File: src/rtl/booth_seq_controller.sv
// rtl/booth_seq_controller.sv - sequencing FSM for the iterative radix-2/radix-4 Booth multiplier datapath
module booth_seq_controller #(
    parameter  int WIDTH = 8,
    localparam int CNT_W = $clog2(WIDTH + 1)
) (
    input  logic             clk,
    input  logic             rst,
    input  logic             start,
    input  logic             radix4,
    input  logic             abort,
    input  logic             out_ready,
    output logic             start_ack,
    output logic             load_en,
    output logic             step_en,
    output logic             first_round,
    output logic             last_round,
    output logic [CNT_W-1:0] iter_idx,
    output logic             mode_r4,
    output logic             busy,
    output logic             out_valid
);

    typedef enum logic [1:0] {
        S_IDLE = 2'd0,
        S_LOAD = 2'd1,
        S_RUN  = 2'd2,
        S_DONE = 2'd3
    } state_t;

    // Final counter value per recoding mode: radix-2 takes WIDTH steps,
    // radix-4 consumes two multiplier bits per step.
    localparam logic [CNT_W-1:0] LAST_R2 = CNT_W'(WIDTH - 1);
    localparam logic [CNT_W-1:0] LAST_R4 = CNT_W'(((WIDTH + 1) / 2) - 1);

    state_t           state_q, state_d;
    logic [CNT_W-1:0] cnt_q, cnt_d;
    logic             mode_q, mode_d;
    logic [CNT_W-1:0] last_cnt;
    logic             accept_ok;

    // Registered state, iteration counter and latched radix mode.
    always_ff @(posedge clk or negedge rst) begin
        if (!rst) begin
            state_q <= S_IDLE;
            cnt_q   <= '0;
            mode_q  <= 1'b0;
        end else begin
            state_q <= state_d;
            cnt_q   <= cnt_d;
            mode_q  <= mode_d;
        end
    end

    // Next-state logic and strobe decode; abort overrides every transition.
    always_comb begin
        state_d     = state_q;
        cnt_d       = cnt_q;
        mode_d      = mode_q;
        load_en     = 1'b0;
        step_en     = 1'b0;
        first_round = 1'b0;
        last_round  = 1'b0;
        iter_idx    = '0;
        out_valid   = 1'b0;

        last_cnt  = mode_q ? LAST_R4 : LAST_R2;
        // A new op may enter from IDLE, or from DONE in the same cycle the
        // consumer takes the old result.
        accept_ok = (state_q == S_IDLE) || ((state_q == S_DONE) && out_ready);
        start_ack = start && !abort && accept_ok;

        case (state_q)
            S_IDLE: begin
                if (start_ack) begin
                    state_d = S_LOAD;
                    mode_d  = radix4;
                    cnt_d   = '0;
                end
            end
            S_LOAD: begin
                load_en = 1'b1;
                state_d = S_RUN;
            end
            S_RUN: begin
                step_en     = 1'b1;
                iter_idx    = cnt_q;
                first_round = (cnt_q == '0);
                last_round  = (cnt_q == last_cnt);
                if (cnt_q == last_cnt) begin
                    state_d = S_DONE;
                    cnt_d   = '0;
                end else begin
                    cnt_d = cnt_q + CNT_W'(1);
                end
            end
            S_DONE: begin
                out_valid = 1'b1;
                if (start_ack) begin
                    state_d = S_LOAD;
                    mode_d  = radix4;
                    cnt_d   = '0;
                end else if (out_ready) begin
                    state_d = S_IDLE;
                end
            end
            default: begin
                state_d = S_IDLE;
                cnt_d   = '0;
            end
        endcase

        if (abort) begin
            state_d = S_IDLE;
            cnt_d   = '0;
        end
    end

    assign mode_r4 = mode_q;
    assign busy    = (state_q != S_IDLE);

endmodule

File: config.mk
export PLATFORM = sky130hd
export DESIGN_NAME = booth_seq_controller
export DESIGN_NICKNAME = d
export VERILOG_FILES = /design/src/rtl/booth_seq_controller.sv
export SDC_FILE = /design/constraint.sdc
export NUM_CORES = 1
export LEC_CHECK = 0
export CAP_MARGIN = 10
export CORE_MARGIN = 3
export CORE_UTILIZATION = 39
export CTS_CLUSTER_SIZE = 8
export DETAILED_ROUTE_END_ITERATION = 10
export PLACE_DENSITY = 0.8
export SYNTH_ARGS = -nofsm -noshare
export SYNTH_HDL_FRONTEND = slang
export SYNTH_SLANG_ARGS = --single-unit
export TNS_END_PERCENT = 20
File: constraint.sdc
create_clock -name clk -period 1.75 [get_ports clk]
set_input_delay 0.35 -clock clk [delete_from_list [all_inputs] [get_ports clk]]
set_output_delay 0.35 -clock clk [all_outputs]
set_load 0.02 [all_outputs]
==> impl_results.md <==
* Status: completed
* Reg area at 176.4 µm²
* Die extent in y at 43.45 µm
* Worst slew margin at 77.15%
* RSZ-0062 raised after global routing: yes
* Post-Route WL at 1726 µm
* Worst Tran Pin Value at 0.3427 ns
* Synth warnings at 0
* Initial antenna violation count at 0
* Top cell by count, worst path: buf_4
* Worst Setup End Kind: primary output
* Worst EP required at 1.40 ns
* Hold Buf Count CTS at 0
* Post-synth EDFFs at 0
* GRT Residual Overflow at 0
* Final WS setup at 0.01748 ns
* Final Slew Violations at 0
* Core area at 1201 µm²
* Seq/Total Area, Yosys at 32.04%
* Fin Setup TNS at 0 ns
* Clk sinks at 7
* Synth unique cells at 27
* CP Buf/Inv Count at 2
* Asr flop ratio synth at 100.0%
* Syn_area_per_cell at 8.964 µm²
* Peak Freq at 0.5772 GHz
* CTS clk-pin slew, worst paths at 0.05 ns
* Pwr per Cell Area at 1206 nW/µm²
* Most frequent cells in the layout: buf_4 (21), nand3_1 (6), dfrtp_1 (6), clkdlybuf4s50_1 (5)
* Leakage power at 0.4384 nW
* CTS Buf Count at 3
* Crit path cell chain: buf_4, ha_2, a21oi_2, nor2_1, buf_4
* Worst slack, placed at -0.3233 ns
* Max cap viols at 0
* Max Clock Skew at 0.002343 ns
* Tmin final at 1.733 ns
* Syn_nets at 73
* Clock Tree Buf Depth at 2
* Fin crit share at 99.00%
* # IOs at 18
* Crit-path leading delay family: flip-flops
* Cells after synthesis at 61
* CP startpoint kind: register
* WP data arrival at 1.38 ns
* First-pass GRT wire length at 2622 µm
* Largest net degree at the start of global routing at 9
* Pwr Total at 0.001117 W
* I/O Buffers at 17
* Hold Path Class: in2async
* Residual DRC count at 0
* Die area at 1887 µm²
* DR iter-0 viols at 66
* Area share of the largest cell type after synthesis at 32.04%
* DRT antenna net count at 0
* Slowest stage cell, crit path: dfrtp_1
* RePlAce Congestion at 0.7999
* Final setup vio count at 0
* Final #Nets at 113
* Clk_lat worst skew at 0.25 ns
* Post-synth top flop: dfrtp_1
* Max incr delay on CP at 0.38 ns
* Fillcell total at 81
* DP HPWL at 1363 µm
* Antenna diodes at 0
* CP Class: reg2out
* Root Buffer: clkbuf_4
* Vias in the first global route at 592
* Post-Synthesis Cell Area at 546.8 µm²
* Largest cells by area after synthesis: dfrtp_1 (32%), ha_1 (14%), nand3_1 (5.5%), a21oi_1 (4.6%), and2_1 (4.6%)
* Area occupied by multi-input gates at 379.1 µm²
* CTS tree: built
* # rows at 12
* Syn-to-layout area delta at 69.34%
* Vias per inst at 5.561
* Commonest non-fill, non-tap cell in the layout: buf_4
* VDD IR max at 0.9775 mV
* Crit-path max FO at 3
* Synth Register Bits at 7
* Starting Density at 45.52%
* Fin. Hold Viols at 0
* Hold WS at 0.3554 ns
* Total global-route track usage at 18.64%
* DR pass1 iterations at 4
* Largest area contributor in the netlist: dfrtp_1
* Fraction of layout cells with a size suffix above 1 at 43.00%
* Drt wl/cell at 15.14 µm
* Htree depth at 1
* Vias at 634
* Chip width at 43.45 µm
what timing repair did:
item,CTS,global route
gates resized for setup,27,15
gates cloned,0,0
buffers inserted,0,0
setup endpoints to repair,12,13
pin swaps,0,1
flip-flops by register name, summed over array words and instances (netlist names):
register / flops
cnt_q: 4
state_q: 2
mode_r4: 1
metrics by stage:
stage	cell area, µm²	instances	utilization, %
after CTS	910.9	114	75.83
after floorplan	546.8	61	-
after detailed placement	877.1	110	73.02
final	925.9	114	77.08
after global placement	877.1	110	73.02
after global routing	925.9	114	77.08
per-layer routing:
| metal | part of all wire, % | vias up | GRT usage, % |
|---|---|---|---|
| met3 | 8.5 | 12 | 4.149 |
| met5 | 0 | - | 0 |
| met1 | 37 | 285 | 22.08 |
| li1 | - | 297 | - |
| met4 | 4.2 | 0 | 10.84 |
| met2 | 50 | 40 | 30.68 |
synthesized netlist by cell type, drive strengths merged, types with 2 or more instances:
cell,instances
inv,5
dfrtp,7
and2,5
a21oi,5
ha,6
clkbuf,2
nor2,3
nand2b,3
nand3,6
nand2,3
where the power goes:
part	switching, W	internal (W)	leakage, nW
clock	0.0000530	0.0000866	0.0150
sequential	0.0000342	0.000197	0.0928
combinational	0.000373	0.000372	0.331
cell families (layout without fill, tap and decap cells):
kind of cell,after synthesis,count (layout),synth area share (%)
AO/OA/AOI/OAI,10,10,11.90
XOR/XNOR,1,1,1.602
adder cells (fa/ha/maj),6,6,13.73
buffers and inverters,7,46,4.806
flip-flops,7,7,32.04
multiplexers,2,2,3.890
AND/OR/NAND/NOR,28,28,32.04
layout make-up:
cell class              count  share of cell area, %
inverters                   5                  2.027
multi-input cells          47                  40.95
flip-flops and latches      7                  19.05
well taps                  14                  1.892
repair buffers             37                  33.24
clock buffers               4                  2.838
worst paths after layout:
kind                            slack [ns]                      to                    from  cells past startpoint
worst min register to register        0.62    cnt_q[1]$_DFFE_PN0P_    cnt_q[1]$_DFFE_PN0P_                      2
max in group asynchronous             1.15  state_q[1]$_DFFE_PN0P_                     rst                      1
worst max register to register        0.08     mode_r4$_DFFE_PN0P_  state_q[0]$_DFFE_PN0P_                      5
worst min-delay path                  0.36    cnt_q[0]$_DFFE_PN0P_                     rst                      1
worst max-delay path                  0.02               start_ack  state_q[0]$_DFFE_PN0P_                      5
min in group clk                      0.47  state_q[0]$_DFFE_PN0P_                   abort                      2
Power figures use the tool's default switching activity.
